--- src/rtl/lsu_ctrl_pkg.sv ---
// Shared types for the load/store unit: access size, sequencer state and bus lane count.
package lsu_ctrl_pkg;

    typedef enum logic [1:0] {
        BYTE      = 2'b00,
        HALF_WORD = 2'b01,
        WORD      = 2'b10
    } mem_size_t;

    typedef enum logic [1:0] {
        IDLE,
        REQ,
        RESP,
        DONE
    } lsu_state_t;

    localparam int BE_W = 4;

endpackage

--- src/rtl/lsu_align.sv ---
// Combinational lane logic: byte enables, store replication and misalign detection on the request side,
// load lane extraction and sign/zero extension on the response side.
module lsu_align
    import lsu_ctrl_pkg::*;
#(
    parameter int DATA_W = 32
) (
    input  mem_size_t         req_size_i,
    input  logic [1:0]        req_addr_lo_i,
    input  logic [DATA_W-1:0] req_wdata_i,
    output logic [BE_W-1:0]   be_o,
    output logic [DATA_W-1:0] wdata_o,
    output logic              misalign_o,
    input  mem_size_t         rsp_size_i,
    input  logic [1:0]        rsp_addr_lo_i,
    input  logic              rsp_zext_i,
    input  logic [DATA_W-1:0] rsp_rdata_i,
    output logic [DATA_W-1:0] ld_data_o
);

    logic [DATA_W-1:0] shifted;

    always_comb begin
        be_o       = '0;
        wdata_o    = '0;
        misalign_o = 1'b0;
        case (req_size_i)
            BYTE: begin
                be_o    = 4'b0001 << req_addr_lo_i;
                wdata_o = {4{req_wdata_i[7:0]}};
            end
            HALF_WORD: begin
                be_o       = 4'b0011 << req_addr_lo_i;
                wdata_o    = {2{req_wdata_i[15:0]}};
                misalign_o = req_addr_lo_i[0];
            end
            WORD: begin
                be_o       = 4'b1111;
                wdata_o    = req_wdata_i;
                misalign_o = |req_addr_lo_i;
            end
            default: ;
        endcase
    end

    // Bring the addressed lane down to bit 0 before trimming and extending.
    assign shifted = rsp_rdata_i >> {rsp_addr_lo_i, 3'b000};

    always_comb begin
        ld_data_o = shifted;
        case (rsp_size_i)
            BYTE:      ld_data_o = rsp_zext_i ? {24'b0, shifted[7:0]}
                                              : {{24{shifted[7]}}, shifted[7:0]};
            HALF_WORD: ld_data_o = rsp_zext_i ? {16'b0, shifted[15:0]}
                                              : {{16{shifted[15]}}, shifted[15:0]};
            default:   ld_data_o = shifted;
        endcase
    end

endmodule

--- src/rtl/lsu_ctrl.sv ---
// Load/store sequencer running one data-memory access per instruction on a req/gnt/rvalid bus.
// Define LSU_TIMEOUT_EN to bound the bus wait and retire a stuck access with a timeout_o pulse.
module lsu_ctrl
    import lsu_ctrl_pkg::*;
#(
    parameter int ADDR_W         = 32,
    parameter int DATA_W         = 32,
    parameter int TIMEOUT_CYCLES = 255
) (
    input  logic              clk,
    input  logic              reset,
    input  logic              ex_req_i,
    input  logic              ex_wr_en_i,
    input  mem_size_t         ex_size_i,
    input  logic              ex_zero_extend_i,
    input  logic [ADDR_W-1:0] ex_addr_i,
    input  logic [DATA_W-1:0] ex_wdata_i,
    output logic              stall_o,
    output logic              ld_valid_o,
    output logic [DATA_W-1:0] ld_data_o,
    output logic              misalign_o,
    output logic              timeout_o,
    output logic              mem_req_o,
    output logic              mem_we_o,
    output logic [ADDR_W-1:0] mem_addr_o,
    output logic [BE_W-1:0]   mem_be_o,
    output logic [DATA_W-1:0] mem_wdata_o,
    input  logic              mem_gnt_i,
    input  logic              mem_rvalid_i,
    input  logic [DATA_W-1:0] mem_rdata_i
);

    lsu_state_t        state_q, state_d;
    logic              we_q, zext_q;
    mem_size_t         size_q;
    logic [ADDR_W-1:0] addr_q;
    logic [BE_W-1:0]   be_q, req_be;
    logic [DATA_W-1:0] wdata_q, ld_data_q, req_wdata, rsp_data;
    logic              req_misalign, accept, timeout_fire, timed_out_q;

    lsu_align #(.DATA_W(DATA_W)) u_align (
        .req_size_i    (ex_size_i),
        .req_addr_lo_i (ex_addr_i[1:0]),
        .req_wdata_i   (ex_wdata_i),
        .be_o          (req_be),
        .wdata_o       (req_wdata),
        .misalign_o    (req_misalign),
        .rsp_size_i    (size_q),
        .rsp_addr_lo_i (addr_q[1:0]),
        .rsp_zext_i    (zext_q),
        .rsp_rdata_i   (mem_rdata_i),
        .ld_data_o     (rsp_data)
    );

    assign accept = (state_q == IDLE) && ex_req_i && !req_misalign;

`ifdef LSU_TIMEOUT_EN
    localparam int CNT_W = $clog2(TIMEOUT_CYCLES + 1);
    logic [CNT_W-1:0] cnt_q;
    logic             waiting;

    // A completing handshake in the last allowed cycle wins over the timeout.
    assign waiting      = (state_q == REQ && !mem_gnt_i) || (state_q == RESP && !mem_rvalid_i);
    assign timeout_fire = waiting && (cnt_q == CNT_W'(TIMEOUT_CYCLES - 1));

    always_ff @(posedge clk or posedge reset) begin
        if (reset) begin
            cnt_q       <= '0;
            timed_out_q <= 1'b0;
        end else begin
            if (accept)
                cnt_q <= '0;
            else if (state_q == REQ || state_q == RESP)
                cnt_q <= cnt_q + 1'b1;
            timed_out_q <= timeout_fire;
        end
    end
`else
    assign timeout_fire = 1'b0;
    assign timed_out_q  = 1'b0;
`endif

    always_ff @(posedge clk or posedge reset) begin
        if (reset)
            state_q <= IDLE;
        else
            state_q <= state_d;
    end

    always_comb begin
        state_d = state_q;
        case (state_q)
            IDLE:    if (accept) state_d = REQ;
            REQ:     if (mem_gnt_i) state_d = we_q ? DONE : RESP;
                     else if (timeout_fire) state_d = DONE;
                     else state_d = REQ;
            RESP:    if (mem_rvalid_i || timeout_fire) state_d = DONE;
            DONE:    state_d = IDLE;
            default: state_d = IDLE;
        endcase
    end

    always_comb begin
        stall_o    = 1'b0;
        misalign_o = 1'b0;
        ld_valid_o = 1'b0;
        timeout_o  = 1'b0;
        mem_req_o  = 1'b0;
        mem_we_o   = 1'b0;
        mem_be_o   = '0;
        case (state_q)
            IDLE: begin
                stall_o    = accept;
                misalign_o = ex_req_i && req_misalign;
            end
            REQ: begin
                stall_o   = 1'b1;
                mem_req_o = 1'b1;
                mem_we_o  = we_q;
                mem_be_o  = be_q;
            end
            RESP: stall_o = 1'b1;
            DONE: begin
                ld_valid_o = !we_q && !timed_out_q;
                timeout_o  = timed_out_q;
            end
            default: ;
        endcase
    end

    // Request fields are frozen at acceptance so the bus sees them stable until gnt.
    always_ff @(posedge clk or posedge reset) begin
        if (reset) begin
            we_q      <= 1'b0;
            zext_q    <= 1'b0;
            size_q    <= BYTE;
            addr_q    <= '0;
            be_q      <= '0;
            wdata_q   <= '0;
            ld_data_q <= '0;
        end else begin
            if (accept) begin
                we_q    <= ex_wr_en_i;
                zext_q  <= ex_zero_extend_i;
                size_q  <= ex_size_i;
                addr_q  <= ex_addr_i;
                be_q    <= req_be;
                wdata_q <= req_wdata;
            end
            if (state_q == RESP && mem_rvalid_i)
                ld_data_q <= rsp_data;
        end
    end

    assign mem_addr_o  = {addr_q[ADDR_W-1:2], 2'b00};
    assign mem_wdata_o = wdata_q;
    assign ld_data_o   = ld_data_q;

endmodule

--- config.mk ---
export PLATFORM = sky130hd
export DESIGN_NAME = lsu_ctrl
export DESIGN_NICKNAME = d
export VERILOG_FILES = /design/src/rtl/lsu_ctrl_pkg.sv /design/src/rtl/lsu_align.sv /design/src/rtl/lsu_ctrl.sv
export SDC_FILE = /design/constraint.sdc
export NUM_CORES = 1
export LEC_CHECK = 0
export ABC_AREA = 0
export BUFFER_PORTS_ARGS = -buffer_cell sky130_fd_sc_hd__buf_2
export CAP_MARGIN = 40
export CORE_MARGIN = 2
export CORE_UTILIZATION = 40
export DETAILED_ROUTE_END_ITERATION = 8
export PLACE_DENSITY = 0.72
export SLEW_MARGIN = 40
export SYNTH_ARGS = -nofsm -noshare
export SYNTH_HDL_FRONTEND = slang
export SYNTH_SLANG_ARGS = --single-unit
--- constraint.sdc ---
create_clock -name clk -period 3.2 [get_ports clk]
set_input_delay 0.48 -clock clk [delete_from_list [all_inputs] [get_ports clk]]
set_output_delay 0.48 -clock clk [all_outputs]
set_load 0.1 [all_outputs]
Word-level counts from Yosys, hierarchy flattened
Cells that the tools add are included.
{"block": "totals", "elab_cells": 48, "regBits": 106}
{"block": "op_classes", "mux": 17, "reduce_logical": 12, "n_eq_ne": 8, "shift": 3}
{"cell": "$pmux 32 s3", "n": 1}
{"cell": "$mux 32", "n": 2}
{"cell": "$pmux 32 s2", "n": 1}
{"cell": "$shr 32x5->32", "n": 1}
{"cell": "$pmux 4 s3", "n": 1}
{"cell": "$pmux 2 s4", "n": 1}
{"cell": "$eq 2x1->1 const B", "n": 3}
{"cell": "$eq 2x2->1 const B", "n": 3}
{"cell": "$logic_not 2->1", "n": 3}
{"cell": "$mux 2", "n": 3}
{"cell": "$mux 1", "n": 5}
{"cell": "$logic_and 1x1->1", "n": 4}
{"cell": "$mux 4", "n": 1}
{"cell": "$ne 2x2->1 const B", "n": 2}
{"cell": "$pmux 1 s2", "n": 2}
{"cell": "$reduce_or 2->1", "n": 2}
{"cell": "$shl 1x2->4 const A", "n": 1}
{"cell": "$shl 2x2->4 const A", "n": 1}
{"cell": "$logic_not 1->1", "n": 2}
{"cell": "$reduce_and 2->1", "n": 1}

Logic depth before layout (Yosys ltp)
{"block": "logic_depth", "word_depth": 6, "ltp_mapped": 9}

Hierarchy
Synthesis repeated with hierarchy kept, for this count alone.
{"block": "hier_totals", "cells_unflattened": 480, "hier_area_um2": 5994.5}
{"mod": "lsu_ctrl", "area_per_inst_um2": 4704.5, "cells_each": 284, "instances": 1}
{"mod": "lsu_align", "area_per_inst_um2": 1290.0, "cells_each": 196, "instances": 1}

Least setup slack after synthesis
No wires, ideal clock.
{"block": "synth_timing", "kind": "input port to output port", "start": "in ex_size_i[0]", "end": "out stall_o", "path_stages": 7, "required_time_ns": 2.720, "path_slack_ns": -0.213, "n_path_buf": 2, "t_arrival_ns": 2.933, "path_cell_list": "inv_1 ha_1 nand3_1 nand4_1 buf_4 buf_2 a21oi_1"}
{"block": "synth_between", "elab_chain_len": 5}
{"item": "from (decl)", "line_no": "lsu_ctrl.sv:14", "text": "input mem_size_t ex_size_i,"}
{"item": "$eq 2x2->1 / $eq 2x1->1 (equally long branches)", "line_no": "lsu_align.sv:27", "text": "case (req_size_i)"}
{"item": "$pmux 1 s2 (*)", "line_no": "lsu_align.sv:27"}
{"item": "$logic_not 1->1 (*)", "line_no": "lsu_ctrl.sv:55", "text": "assign accept = (state_q == IDLE) && ex_req_i && !req_misalign;"}
{"item": "$logic_and 1x1->1 (*)", "line_no": "lsu_ctrl.sv:55"}
{"item": "$pmux 1 s2 (*)", "line_no": "lsu_ctrl.sv:111", "text": "case (state_q)"}
{"item": "to (decl)", "line_no": "lsu_ctrl.sv:18", "text": "output logic stall_o,"}
Mark *: on every way between the ends. The rest lies on a longest branch, timed or not.

Worst setup path in the final report
{"block": "layout_timing", "start": "in ex_size_i[1]", "end": "out stall_o"}
The elaborated chain is that of the path after synthesis.

==> results.cfg <==
[cts]
cts_hold_buf = 0
clk_latency_ns = 0.34
cts_resized = 0
root_buffer = clkbuf_16
path_clk_slew_ns = 0.07
htreeDepth = 3
clkSinkCount = 106
cts_buffers = 9
cts_tree = yes
cts_setup_buffers = 0
clock_path_buffers = 2

[floorplan]
core-area_mm2 = 0.0133
initial_core_util_pct = 41.1
io_pins = 211
rows = 42
die_w_um = 121
die_area_mm2 = 0.0146
die-height_um = 121

[logic_synthesis]
yosysSeqAreaShare_pct = 48.6
synth_edf_count = 0
postSynthCellCount = 522
synth_area_leader_cell = dfrtp_1
avgSynthCellArea_um2 = 10.5
synth_flop_cell = dfrtp_1
synth_cell_type_count = 38
synthesis.area_mm2 = 0.00546
ys_async_sr_fraction_pct = 100
synth_seq_cells = 106
synth_top_area_share_pct = 48.6
synthTopCellsByArea = dfrtp_1, mux2_4, a21oi_1, buf_4, nand2_1
ys_warn_count = 0

[flow_run]
maxCapViolCount = 0

[setup_path]
max_stage_delay_ns = 0.25
cp.arrival_ns = 1.89
crit_path_cell_trace = buf_2 > inv_1 > ha_1 > buf_4 > nand3_1 > nand4_1 > a21oi_2 > buf_12
crit_required_ns = 2.72
path_buf_inv = 4
cp-end-kind = primary output
path_max_fanout = 13
slowest_stage = a21oi_2
critPathTopFamily = buffers and inverters
startpoint_type = primary input
critical_path_class = primary input to primary output

[timing]
rsz0062_at_grt = false
fin_worst_skew_ns = 0.00791
slew-limit-headroom_pct = 61.7
fmax_ghz = 0.422
maxSlewViolCount = 0
finalHoldViolations = 0
final-setup-viol-count = 0
tightest_slew_ns = 0.573
period_minus_slack_ns = 2.37
setup_tns_ns = 0
fin_crit_sh_pct = 74.1

[global_route]
grt.total_usage_pct = 19.6
grt_antenna_before_repair = 0
grt_pass1_wl_mm = 22.6
grt_pass1_vias = 4536
grt_overflow = 0
grt_start_max_net_pins = 111

[final_layout]
areaGrowthSynthToFinish_pct = 23.9
mostFrequentLayoutCell = buf_2
multiInputGateArea_mm2 = 0.00234
fillers = 1220
nets = 798
diodes = 0
mostFrequentLayoutCells = buf_2, dfrtp_1, nand2_1, a21oi_1, o21ai_0
drive_gt1_share_pct = 41.3
fin_area_mm2 = 0.00676
area.sequential_mm2 = 0.00265

[route]
wl_per_cell_um = 16.4
wirelength_mm = 14.2
remaining_drc_errors = 0
via_count = 4447
first_iter_violations = 207
postRouteAntennaNets = 0
first_pass_iters = 4
vias_per_cell = 5.15

[placed_design]
place_area_mm2 = 0.00644
gp_congestion = 0.858
dp_hpwl_mm = 10.7
io_buffer_count = 207

[status]
status = finished clean

[hold_path]
hp-class = primary input to async pin
layout make-up:
| type | count | share of cell area, % |
|---|---|---|
| Clock buffer | 11 | 3.59 |
| Tap cell | 176 | 3.26 |
| Clock inverter | 5 | 1.15 |
| Sequential cell | 106 | 39.2 |
| Inverter | 9 | 0.555 |
| Timing Repair Buffer | 218 | 17.6 |
| Multi-Input combinational cell | 339 | 34.6 |
worst register-to-register path, stage by stage, from the launching register on:
cell and delay (ns):
dfrtp_1 0.62, mux4_2 0.65, o211ai_4 0.47, a21oi_1 0.15
kinds of logic (layout without fill, tap and decap cells):
logic type | after synthesis | count (layout) | share of synthesized area, %
compound gates | 158 | 158 | 18.4
buf+inv | 79 | 243 | 8.80
flops | 106 | 106 | 48.6
other cells | 1 | 3 | 0.0687
fa+ha+maj | 10 | 10 | 2.29
simple gates | 109 | 109 | 8.21
mux | 59 | 59 | 13.6
stage by stage:
| step | worst slack (ns) | util (%) | hold WS [ns] | cells |
|---|---|---|---|---|
| floorplan | 0.314 | - | 0.442 | 524 |
| global placement | 0.807 | 48.2 | 0.458 | 847 |
| detailed placement | 0.745 | 48.5 | 0.464 | 848 |
| CTS | 0.826 | 50.9 | 0.161 | 864 |
| global route | 0.721 | 50.9 | 0.180 | 864 |
| finish | 0.829 | 50.9 | 0.161 | 864 |
Yosys cell counts, types with 4 or more instances:
master and n:
a22oi_1 8, inv_1 9, ha_1 10, a21oi_1 58
mux2_2 19, nor2_1 30, buf_2 15, a2bb2oi_1 7
buf_4 36, nor2b_1 4, dfrtp_1 106, o31ai_1 25
a22o_1 8, mux2_4 23, clkbuf_1 13, o21a_1 8
buf_6 4, mux2i_1 16, nand2_1 62, o21ai_0 33
and2_1 6
worst paths after layout:
path | endpoint | slack, ns | start | cells after the start
worst max-delay path | stall_o | 0.83 | ex_size_i[1] | 8
worst min-delay path | state_q[0]$_DFFE_PP0P_ | 0.16 | reset | 2
worst max register to register | ld_data_o[31]$_DFFE_PP0P_ | 1.17 | addr_q[0]$_DFFE_PP0P_ | 3
worst min register to register | ld_data_o[0]$_DFFE_PP0P_ | 0.48 | ld_data_o[0]$_DFFE_PP0P_ | 2
max in group asynchronous | addr_q[28]$_DFFE_PP0P_ | 2.45 | reset | 3
min in group clk | addr_q[17]$_DFFE_PP0P_ | 0.36 | ex_addr_i[17] | 2
registers in the layout, indices dropped and copies added, names as in the netlist, named ones only:
register     count
addr_q          32
ld_data_o       32
mem_wdata_o     32
be_q             4
size_q           2
state_q          1
we_q             1
zext_q           1
layer usage:
metal	GRT usage (%)	up-vias	part of all wire, %
met5	0	-	0
met4	7.34	0	2.1
met3	4.67	22	8.2
met2	31.6	207	47
met1	25.6	2105	43
li1	-	2113	-
Power is left out: the tool's default activity adds up to more than one toggle a clock period on the data nets, which glitch-free logic cannot reach.
